$ cat src/rtl/pipelined_addsub_wrapper.sv
// pipelined_addsub_wrapper
//   Pipelined add/subtract unit. The arithmetic result (sum/difference,
//   carry-or-borrow, signed overflow) is formed when an operation is
//   accepted. It then travels down LATENCY-1 internal stages together with
//   its valid bit and caller tag, and lands in the output registers.
//
// Ports
//   clk, rst        rising-edge clock, synchronous active-high reset
//   ce              clock enable; low freezes the whole pipeline
//   in_valid        request, accepted on an edge with in_valid & ce
//   op_sub          0: A+B, 1: A-B
//   A, B            operands (WIDTH bits)
//   in_tag          caller tag, returned with the result
//   out_valid       one-cycle pulse per completed operation
//   S, cout, ovf    result, carry (add) / borrow (sub), signed overflow
//   out_tag         tag of the result
//   in_flight       accepted operations not yet reported
//   idle            in_flight == 0
module pipelined_addsub_wrapper #(
  parameter int WIDTH   = 64,
  parameter int LATENCY = 6,
  parameter int TAG_W   = 4
) (
  input  logic                           clk,
  input  logic                           rst,
  input  logic                           ce,
  input  logic                           in_valid,
  input  logic                           op_sub,
  input  logic [WIDTH-1:0]               A,
  input  logic [WIDTH-1:0]               B,
  input  logic [TAG_W-1:0]               in_tag,
  output logic                           out_valid,
  output logic [WIDTH-1:0]               S,
  output logic                           cout,
  output logic                           ovf,
  output logic [TAG_W-1:0]               out_tag,
  output logic [$clog2(LATENCY+1)-1:0]   in_flight,
  output logic                           idle
);

  localparam int unsigned CNT_W = $clog2(LATENCY + 1);

  typedef struct packed {
    logic             valid;
    logic [WIDTH-1:0] s;
    logic             cout;
    logic             ovf;
    logic [TAG_W-1:0] tag;
  } stage_t;

  stage_t           in_stage;
  stage_t           last_stage;
  stage_t           out_d, out_q;
  logic [WIDTH:0]   ext_res;

  // Bit WIDTH of the zero-extended sum is the carry; of the zero-extended
  // difference it is the borrow (set iff A < B unsigned).
  always_comb begin
    if (op_sub) ext_res = {1'b0, A} - {1'b0, B};
    else        ext_res = {1'b0, A} + {1'b0, B};

    in_stage       = '0;
    in_stage.valid = in_valid;
    in_stage.s     = ext_res[WIDTH-1:0];
    in_stage.cout  = ext_res[WIDTH];
    if (op_sub)
      in_stage.ovf = (A[WIDTH-1] != B[WIDTH-1]) && (ext_res[WIDTH-1] != A[WIDTH-1]);
    else
      in_stage.ovf = (A[WIDTH-1] == B[WIDTH-1]) && (ext_res[WIDTH-1] != A[WIDTH-1]);
    in_stage.tag   = in_tag;
  end

  if (LATENCY > 1) begin : g_pipe
    localparam int unsigned DEPTH = LATENCY - 1;

    stage_t pipe_d [DEPTH];
    stage_t pipe_q [DEPTH];

    always_comb begin
      pipe_d = pipe_q;
      if (ce) begin
        pipe_d[0] = in_stage;
        for (int unsigned i = 1; i < DEPTH; i++) begin
          pipe_d[i] = pipe_q[i-1];
        end
      end
    end

    always_ff @(posedge clk) begin
      if (rst) pipe_q <= '{default: '0};
      else     pipe_q <= pipe_d;
    end

    assign last_stage = pipe_q[DEPTH-1];
  end else begin : g_direct
    assign last_stage = in_stage;
  end

  // Data registers hold while ce is low, but the valid bit is cleared so a
  // stalled result is not reported a second time.
  always_comb begin
    out_d       = out_q;
    out_d.valid = 1'b0;
    if (ce) out_d = last_stage;
  end

  always_ff @(posedge clk) begin
    if (rst) out_q <= '0;
    else     out_q <= out_d;
  end

  assign out_valid = out_q.valid;
  assign S         = out_q.s;
  assign cout      = out_q.cout;
  assign ovf       = out_q.ovf;
  assign out_tag   = out_q.tag;

  logic             accept, retire;
  logic [CNT_W-1:0] in_flight_d, in_flight_q;

  assign accept = in_valid & ce;
  assign retire = out_q.valid;

  always_comb begin
    in_flight_d = in_flight_q;
    if (accept && !retire)      in_flight_d = in_flight_q + CNT_W'(1);
    else if (!accept && retire) in_flight_d = in_flight_q - CNT_W'(1);
  end

  always_ff @(posedge clk) begin
    if (rst) in_flight_q <= '0;
    else     in_flight_q <= in_flight_d;
  end

  assign in_flight = in_flight_q;
  assign idle      = (in_flight_q == '0);

endmodule

$ cat config.mk
export PLATFORM = sky130hd
export DESIGN_NAME = pipelined_addsub_wrapper
export DESIGN_NICKNAME = d
export VERILOG_FILES = /design/src/rtl/pipelined_addsub_wrapper.sv
export SDC_FILE = /design/constraint.sdc
export NUM_CORES = 1
export LEC_CHECK = 0
export CAP_MARGIN = 20
export CORE_ASPECT_RATIO = 1.75
export CORE_UTILIZATION = 51
export CTS_BUF_LIST = sky130_fd_sc_hd__clkbuf_4 sky130_fd_sc_hd__clkbuf_8 sky130_fd_sc_hd__clkbuf_16
export DETAILED_ROUTE_END_ITERATION = 7
export PLACE_DENSITY = 0.76
export SLEW_MARGIN = 5
export SYNTH_ARGS = -nofsm -noshare
export SYNTH_HDL_FRONTEND = slang
export SYNTH_SLANG_ARGS = --single-unit
$ cat constraint.sdc
create_clock -name clk -period 4.85 [get_ports clk]
set_input_delay 0.97 -clock clk [delete_from_list [all_inputs] [get_ports clk]]
set_output_delay 0.97 -clock clk [all_outputs]
set_load 0.02 [all_outputs]
==> run_results.csv, run 1 <==
group,metric,value,unit
drt,finalWirelength,51900,um
floorplanning,core,38600,um^2
clock_network,clk_pin_slew,0.07,ns
timing,tns,-0.0773,ns
drt,drt_pass1_iterations,7,
layout,post-route-util,69.7,%
clock_network,cts_tree,"built",
drt,drt_iter0_markers,781,
floorplanning,rows,95,
synth,synth.cell_area,20100,um^2
critical_path,required,5.23,ns
synth,yosysWarnings,0,
grt,antenna_found_initial,0,
floorplanning,die_h,264,um
clock_network,worst_skew_pair.late_latency,0.52,ns
timing,fmax,0.203,GHz
job,cap_violations,0,
critical_path,worst_setup_path_start_kind,"input port",
drt,vias,17003,
timing,layout_min_cycle_time,4.93,ns
floorplanning,ios,212,
status,status,"complete, but fails checks",
grt,grt_max_degree,253,
drt,vias_per_cell,5.30,
drt,antenna_left,0,
clock_network,cts-buffers-inserted,34,
place,io_buffers,211,
synth,syn-num-nets,2401,
critical_path,ff2ff_path_depth,7,
layout,drive_above_1_share,20.1,%
critical_path,arrival,5.31,ns
timing,whs,0.461,ns
place,gp_congestion,0.926,
synth,async_flop_share,0,%
layout,final_common_cell,"nor2_1",
synth,synth_cell_types,70,
clock_network,cts_sinks,429,
timing,tightest_slew,1.15,ns
drt,wire_per_inst,16.2,um
critical_path,path_max_fanout,6,
timing,skew,0.00593,ns
grt,first_global_vias,17140,
timing,slew_viol_final,0,
place,pre_cts_slack,-0.973,ns
floorplanning,start_util,51.9,%
synth,synth_area_per_cell,9.13,um^2
pwr,powerDensity,326,nW/um^2
layout,final_nets,2902,
layout,layout_common_cells,"nor2_1, dfxtp_1, mux2i_1",
critical_path,crit_type,"input port to register",
clock_network,cts_root_buffer,"clkbuf_16",
timing,rsz0062_at_grt,"true",
pwr,vdd_drop_max,0.293,mV
synth,ys_seq_area_share,42.8,%
grt,grt_pass1_wl,83900,um
place,dp_hpwl,38200,um
floorplanning,die_area,40200,um^2
hold_path,hold_class,"register to register",
timing,setup_violations,1,
timing,min_period_over_period,102,%
clock_network,cts_hold_buf,0,
place,place_area,24900,um^2
grt,grt_usage,25.3,%
grt,overflow,0,
drt,drc_errors,24,
timing,maxSlewHeadroom,23.6,%
synth,ys_seq_elements,429,
synth,ys.flop_type,"dfxtp_1",
synth,synth_edf_count,0,
critical_path,end_kind,"register",
layout,area_growth,34.2,%
clock_network,clockBufferDepth,3,
hold_path,whs_path_depth,2,
layout,antenna_cells,0,
status,violations,"design-rule violations, negative setup slack",
layout,num-fill-cells,2990,
synth,synthCells,2196,
layout,fin_area,26900,um^2
pwr,leakagePower,12.2,nW
timing,fin_ws,-0.0773,ns
floorplanning,die_w,152,um
clock_network,h-tree-depth,2,
timing,finalHoldViolations,0,
where the power goes:
| group | switching [W] | internal, W |
|---|---|---|
| Sequential | 0.0000959 | 0.00367 |
| Combinational | 0.00105 | 0.00105 |
| Clock | 0.00124 | 0.00166 |
sequential cells by signal (all words and copies together), names as in the netlist:
name,flops
in_flight,3
ovf,1
S,64
out_valid,1
cout,1
g_pipe.pipe_q,355
out_tag,4
Yosys cell counts, types with 19 or more instances:
master    instances  area [um^2]
nand4_1          19          119
xor2_1           26          228
nor2_1          497         1870
a21oi_1         114          571
buf_1            44          165
clkbuf_1         78          293
dfxtp_1         429         8590
inv_1            23         86.3
nand2_1          80          300
a21o_1           37          278
nor3_1           35          175
xnor2_1          92          806
o21ai_0          52          260
mux2i_1         390         3900
ha_1             66          826
and3_1           20          125
stage by stage:
step	instances	total power (W)
floorplan	2196	0.00490
global placement	3103	0.00576
detailed placement	3103	0.00581
CTS	3193	0.00877
global route	3206	0.00916
finish	3206	0.00876
critical path, stage by stage:
cell      delay [ns]
buf_6           0.09
or4_4           0.56
or3_4           0.45
nor2_4          0.14
and4_1          0.21
buf_6           0.14
a31oi_4         0.08
xnor2_1         0.16
ha_1            0.32
a21o_1          0.20
a21o_1          0.16
a21oi_2         0.18
o31ai_2         0.10
a221o_1         0.40
a221oi_2        0.34
o41ai_4         0.19
buf_4           0.18
a31oi_4         0.16
xor2_2          0.19
o21ai_1         0.07
area by class of cell:
class                           count  area (um^2)  area share, %
Sequential cell                   429         8590           31.9
Clock inverter                     11          123          0.456
Inverter                           23         86.3          0.321
Timing Repair Buffer              591         5040           18.7
Multi-Input combinational cell   1618        11400           42.3
Tap cell                          485          607           2.25
Clock buffer                       49         1070           3.98
worst paths after layout:
path / startpoint / to / slack [ns]
setup / recovery: B[9] / g_pipe.pipe_q[343] / -0.08
hold / removal: g_pipe.pipe_q[333] / g_pipe.pipe_q[333] / 0.46
setup reg to reg: out_valid / in_flight[2] / 3.17
hold reg to reg: g_pipe.pipe_q[333] / g_pipe.pipe_q[333] / 0.46
logic make-up after synthesis:
group	after synthesis	share of synthesized area [%]
AOI/OAI and AO/OA	302	9.44
buffers and inverters	149	2.84
adders and majority gates	68	4.32
DFF	429	42.8
muxes	390	19.5
xor gates and xnor gates	118	5.15
and+or+nand+nor	740	16.0
routing by layer:
layer / GRT usage [%] / vias up / wire length, um
met2: 47.5 / 337 / 26900
met3: 1.44 / 104 / 1120
met1: 29.5 / 7952 / 21800
met4: 11.5 / 0 / 2060
met5: 0 / - / 0
li1: - / 8610 / -
timing repair:
| item | CTS | global route |
|---|---|---|
| pin swaps | 54 | 54 |
| resized for setup | 80 | 64 |
| buffers inserted | 32 | 15 |
| endpoints found under the setup margin | 28 | 35 |
Power figures use the tool's default switching activity.
==> run 2: changes to the inputs <==
--- a/config.mk
+++ b/config.mk
@@ -5,8 +5,9 @@
 export SDC_FILE = /design/constraint.sdc
 export NUM_CORES = 1
 export LEC_CHECK = 0
-export CAP_MARGIN = 20
+export CAP_MARGIN = 10
 export CORE_ASPECT_RATIO = 1.75
+export CORE_MARGIN = 2
 export CORE_UTILIZATION = 51
 export CTS_BUF_LIST = sky130_fd_sc_hd__clkbuf_4 sky130_fd_sc_hd__clkbuf_8 sky130_fd_sc_hd__clkbuf_16
 export DETAILED_ROUTE_END_ITERATION = 7
==> run_results.csv, run 2 (synthesis gave the netlist of run 1 again) <==
group,metric,value,unit
critical_path,crit_type,"input port to register",
clock_network,clk_pin_slew,0.07,ns
pwr,seqPwrFrac,42.8,%
floorplanning,rows,96,
critical_path,slowest_stage,"or4_4",
floorplanning,die_area,41000,um^2
timing,slew_viol_final,0,
timing,fmax,0.208,GHz
grt,overflow,0,
drt,drt_pass1_iterations,5,
place,dp_cells,3097,
timing,tightest_slew,1.12,ns
clock_network,cts-buffers-inserted,34,
critical_path,slowest_delay,0.57,ns
clock_network,cts_sinks,429,
pwr,sw_frac_of_total,26.7,%
drt,antenna_left,0,
grt,grt_max_degree,227,
layout,antenna_cells,0,
job,cap_violations,0,
layout,drive_above_1_share,19.5,%
layout,final_nets,2882,
grt,antenna_found_initial,0,
place,io_buffers,211,
clock_network,cts_tree,"built",
grt,grt_usage,24.6,%
clock_network,cts_root_buffer,"clkbuf_16",
status,status,"finished, final reports clean",
grt,first_global_vias,16768,
pwr,finalPower,0.00880,W
place,place_area,24900,um^2
clock_network,worst_skew_pair.late_latency,0.51,ns
drt,vias_per_cell,5.32,
pwr,p_sw,0.00235,W
pwr,internal_power,0.00645,W
pwr,comb_power_share,23.7,%
layout,area_growth,33.3,%
clock_network,clockBufferDepth,3,
place,gp_congestion,0.915,
critical_path,crit_chain,"buf_6 > or4_4 > or3_4 > nor2_4 > and4_1 > buf_6 > a31oi_4 > xnor2_2 > ha_1 > a21o_1 > a21o_1 > a21oi_2 > o31ai_2 > a221o_1 > a221oi_2 > o41ai_4 > buf_6 > a31oi_4 > xor2_2 > o21ai_1",
timing,min_period_over_period,99.3,%
layout,largest_register,"g_pipe.pipe_q",
drt,wire_per_inst,16.2,um
layout,largest_reg_flops,355,
layout,final_common_cell,"nor2_1",
timing,maxSlewHeadroom,25.1,%
pwr,power_frac_clock,33.5,%
pwr,powerDensity,329,nW/um^2
pwr,leakagePower,12.1,nW
floorplanning,die_w,154,um
place,dp_hpwl,38800,um
layout,fin_area,26700,um^2
critical_path,ff2ff_path_depth,7,
critical_path,worst_setup_path_start_kind,"input port",
timing,setup_violations,0,
drt,finalWirelength,51700,um
drt,vias,16956,
timing,layout_min_cycle_time,4.82,ns
critical_path,critPathTopFamily,"compound AO/OA/AOI/OAI gates",
hold_path,whs_path_depth,2,
critical_path,path_max_fanout,5,
critical_path,crit_cells,20,
drt,drt_iter0_markers,830,
floorplanning,core,39000,um^2
drt,drc_errors,0,
critical_path,crit_buf_inv,3,
layout,fin_cells,3190,
critical_path,required,5.22,ns
timing,finalHoldViolations,0,
floorplanning,die_h,266,um
floorplanning,start_util,51.4,%
critical_path,end_kind,"register",
timing,skew,0.00700,ns
clock_network,h-tree-depth,2,
critical_path,arrival,5.19,ns
layout,layout_common_cells,"nor2_1, dfxtp_1, mux2i_1",
floorplanning,ios,212,
hold_path,hold_class,"register to register",
pwr,vdd_drop_max,0.201,mV
grt,grt_pass1_wl,82800,um
critical_path,cp_common_cell,"buf_6",
timing,rsz0062_at_grt,"true",
-- run 2: changes by cell type in the layout (fill, tap and decap cells not counted), sizes merged --
| cell | delta |
|---|---|
| clkdlybuf4s50 | +3 |
| clkdlybuf4s15 | -1 |
| dlymetal6s2s | -2 |
| inv | -1 |
| bufinv | +2 |
| clkbuf | +4 |
| buf | -18 |
| clkinv | -5 |
| dlygate4sd2 | -3 |
-- run 2: repair_timing --
action / CTS / global route
endpoints found under the hold margin: 0 / 0
setup endpoints to repair: 29 / 31
hold buffers: 0 / 0
resized for setup: 58 / 79
pin swaps: 38 / 62
buffers inserted: 17 / 19
-- run 2: routing by layer --
metal,up-vias,part of all wire [%],track usage (%)
met4,0,2.6,7.15
met3,84,2.1,1.51
met2,291,53,47.5
li1,8585,-,-
met1,7996,42,29.1
met5,-,0,0
-- run 2: power groups by stage --
stage | logic [W] | registers [W] | clock network (W)
floorplan | 0.00109 | 0.00381 | 0
global placement | 0.00195 | 0.00383 | 0
detailed placement | 0.00197 | 0.00384 | 0
CTS | 0.00203 | 0.00376 | 0.00301
global route | 0.00227 | 0.00378 | 0.00313
finish | 0.00209 | 0.00376 | 0.00295
-- run 2: final cells by class --
class,instances,area (um^2)
multi-input combinational,1618,11400
sequential,429,8590
clock inverter,7,143
fill,3106,12300
clock buffer,52,1060
inverter,23,86.3
timing repair buffer,571,4870
tap,490,613
-- run 2: worst min-delay path, stage by stage (launching register included) --
cell and delay, ns:
dfxtp_1 0.31, nand2_1 0.05, o21ai_1 0.05
-- run 2: path summary, 6_finish.rpt --
kind                                          from                  to  slack, ns
worst min register to register  g_pipe.pipe_q[335]  g_pipe.pipe_q[335]       0.45
worst min-delay path            g_pipe.pipe_q[335]  g_pipe.pipe_q[335]       0.45
worst max register to register           out_valid        in_flight[2]       3.15
worst max-delay path                          B[8]  g_pipe.pipe_q[343]       0.03
-- run 2: through the flow --
stage | worst slack [ns] | TNS [ns] | hold WS, ns | util [%]
floorplan | -0.0456 | -0.0456 | 0.425 | -
global route | -0.118 | -0.612 | 0.467 | 68.5
CTS | -0.0679 | -0.113 | 0.452 | 67.6
finish | 0.0321 | 0 | 0.452 | 68.5
global placement | -1.01 | -23.89 | 0.439 | 63.7
detailed placement | -1.10 | -26.40 | 0.443 | 63.7
==> run 3: changes to the inputs <==
--- a/config.mk
+++ b/config.mk
@@ -11,7 +11,7 @@
 export CORE_UTILIZATION = 51
 export CTS_BUF_LIST = sky130_fd_sc_hd__clkbuf_4 sky130_fd_sc_hd__clkbuf_8 sky130_fd_sc_hd__clkbuf_16
 export DETAILED_ROUTE_END_ITERATION = 7
-export PLACE_DENSITY = 0.76
+export PLACE_DENSITY_LB_ADDON = 0.05
 export SLEW_MARGIN = 5
 export SYNTH_ARGS = -nofsm -noshare
 export SYNTH_HDL_FRONTEND = slang
==> constraint.sdc (replaced) <==
create_clock -name clk -period 4.56 [get_ports clk]
set_input_delay 0.912 -clock clk [delete_from_list [all_inputs] [get_ports clk]]
set_output_delay 0.912 -clock clk [all_outputs]
set_load 0.02 [all_outputs]
==> run_results.csv, run 3 (synthesis gave the netlist of run 1 again) <==
group,metric,value,unit
drt,vias_per_cell,5.26,
timing,fin_ws,-0.123,ns
clock_network,clockBufferDepth,3,
layout,drive_above_1_share,24.0,%
critical_path,required,4.93,ns
pwr,p_sw,0.00263,W
pwr,seqPwrFrac,41.2,%
clock_network,cts_hold_buf,0,
pwr,comb_power_share,25.1,%
job,cap_violations,0,
pwr,vdd_drop_max,0.233,mV
pwr,finalPower,0.00973,W
drt,met2WireLength,26200,um
grt,overflow,0,
critical_path,slowest_delay,0.54,ns
critical_path,ff2ff_setup_slack,2.87,ns
critical_path,arrival,5.06,ns
floorplanning,core,39000,um^2
clock_network,cts_sinks,429,
critical_path,worst_setup_path_start_kind,"input port",
drt,met1_length,22600,um
drt,drt_pass1_iterations,5,
clock_network,clk_pin_slew,0.07,ns
floorplanning,die_w,154,um
status,status,"complete, but fails checks",
timing,rsz0062_at_grt,"true",
pwr,leakagePower,12.5,nW
layout,final_nets,2934,
layout,multi_input_area,12000,um^2
drt,drc_errors,0,
drt,wire_per_inst,16.0,um
critical_path,slowest_stage,"or4_4",
layout,post-route-util,71.3,%
grt,grt_pass1_wl,82400,um
layout,layout_common_cells,"nor2_1, dfxtp_1, mux2i_1",
timing,layout_min_cycle_time,4.68,ns
drt,drt_iter0_markers,940,
layout,largest_reg_flops,355,
timing,maxSlewHeadroom,27.1,%
critical_path,rr_startpoint,"out_valid",
grt,grt_usage,24.4,%
clock_network,cts-buffers-inserted,35,
layout,antenna_cells,0,
drt,met3_length,1480,um
timing,tightest_slew,1.09,ns
floorplanning,die_area,41000,um^2
hold_path,hold_class,"register to register",
timing,skew,0.0181,ns
drt,top_layer_used,"met4",
clock_network,cts_root_buffer,"clkbuf_16",
place,pre_cts_slack,-1.32,ns
critical_path,ff2ff_path_depth,7,
status,violations,"negative setup slack",
timing,finalHoldViolations,0,
place,io_buffers,211,
pwr,internal_power,0.00709,W
critical_path,end_kind,"register",
critical_path,endpoint,"g_pipe.pipe_q[343]",
layout,largest_register,"g_pipe.pipe_q",
layout,area_growth,38.8,%
floorplanning,start_util,51.4,%
timing,min_period_over_period,103,%
clock_network,cts_tree,"built",
critical_path,crit_chain,"buf_8 > or4_4 > or3_4 > nor2_4 > and4_4 > a31oi_4 > xnor2_2 > ha_1 > a21o_1 > a21o_1 > a21oi_2 > o31ai_2 > a221o_1 > a221oi_2 > o41ai_4 > buf_6 > a31oi_4 > xor2_1 > o21ai_1",
clock_network,worst_skew_pair.late_latency,0.52,ns
timing,slew_viol_final,0,
place,gp_congestion,0.883,
floorplanning,die_h,266,um
grt,antenna_found_initial,0,
layout,num-fill-cells,3016,
floorplanning,ios,212,
grt,grt_max_degree,238,
pwr,power_frac_clock,33.7,%
critical_path,crit_type,"input port to register",
clock_network,h-tree-depth,2,
layout,final_common_cell,"nor2_1",
place,dp_hpwl,38900,um
pwr,sw_frac_of_total,27.1,%
drt,antenna_left,0,
grt,first_global_vias,16732,
layout,seqCellArea,8590,um^2
timing,fmax,0.214,GHz
drt,finalWirelength,52000,um
critical_path,cp-startpoint,"B[7]",
critical_path,path_max_fanout,6,
critical_path,r2r_end,"in_flight[2]",
timing,setup_violations,8,
floorplanning,rows,96,
drt,vias,17061,
pwr,powerDensity,349,nW/um^2
==> run 3: cell count changes in the layout (fill, tap and decap cells not counted), sizes merged <==
cell | before | now
buf | 365 | 423
bufinv | 4 | 7
clkbuf | 60 | 49
clkdlybuf4s15 | 0 | 3
clkdlybuf4s50 | 190 | 185
clkinv | 3 | 5
dlygate4sd2 | 0 | 3
dlymetal6s2s | 8 | 4
inv | 23 | 27
==> run 3: worst min path at each step <==
| stage | startpoint | to | cells past startpoint |
|---|---|---|---|
| 4_1_cts | g_pipe.pipe_q[335] | g_pipe.pipe_q[335] | 2 |
| 3_3_place_gp | g_pipe.pipe_q[335] | g_pipe.pipe_q[335] | 2 |
| 5_1_grt | g_pipe.pipe_q[335] | g_pipe.pipe_q[335] | 2 |
| 3_5_place_dp | g_pipe.pipe_q[335] | g_pipe.pipe_q[335] | 2 |
| 6_report | g_pipe.pipe_q[335] | g_pipe.pipe_q[335] | 2 |
| 2_1_floorplan | g_pipe.pipe_q[314] | g_pipe.pipe_q[314] | 2 |
==> run 3: worst max-delay path, delay by kind of cell <==
family | cells | cell delay [ns]
compound gates | 10 | 1.82
xor+xnor | 2 | 0.33
fa+ha+maj | 1 | 0.32
simple gates | 4 | 1.39
buf+inv | 2 | 0.26
==> run 3: metrics by stage <==
stage / TNS (ns) / hold slack (ns) / std cells / cell area (um^2)
6_report: -0.430 / 0.452 / 3243 / 27800
5_1_grt: -2.74 / 0.473 / 3243 / 27800
4_1_cts: -0.274 / 0.453 / 3217 / 27000
3_5_place_dp: -43.77 / 0.443 / 3136 / 25200
3_3_place_gp: -42.77 / 0.438 / 3136 / 25200
2_1_floorplan: -0.999 / 0.425 / 2196 / 20200
==> run 3: area by class of cell <==
cell class                 instances  area share [%]
inverter                          23           0.310
tap                              490            2.20
multi-input combinational       1618            43.0
clock inverter                    16            1.02
sequential                       429            30.8
timing repair buffer             622            19.1
clock buffer                      45            3.53
==> run 3: what timing repair did <==
item                                    4_1_cts  5_1_grt
pin swaps                                    67       91
buffers inserted                             22       28
gates resized for setup                     147      137
endpoints found under the setup margin       43       31
==> run 3: power groups by stage <==
stage	clock network [W]	logic [W]	registers [W]
after floorplan	0	0.00119	0.00405
after global placement	0	0.00212	0.00409
after detailed placement	0	0.00215	0.00409
after CTS	0.00335	0.00225	0.00401
after global routing	0.00347	0.00264	0.00402
final	0.00328	0.00244	0.00401
==> run 3: per-layer routing <==
layer,vias to the layer above,track usage (%)
met5,-,0
met4,0,8.31
met3,90,1.95
met2,304,44.8
met1,7978,30.0
li1,8689,-
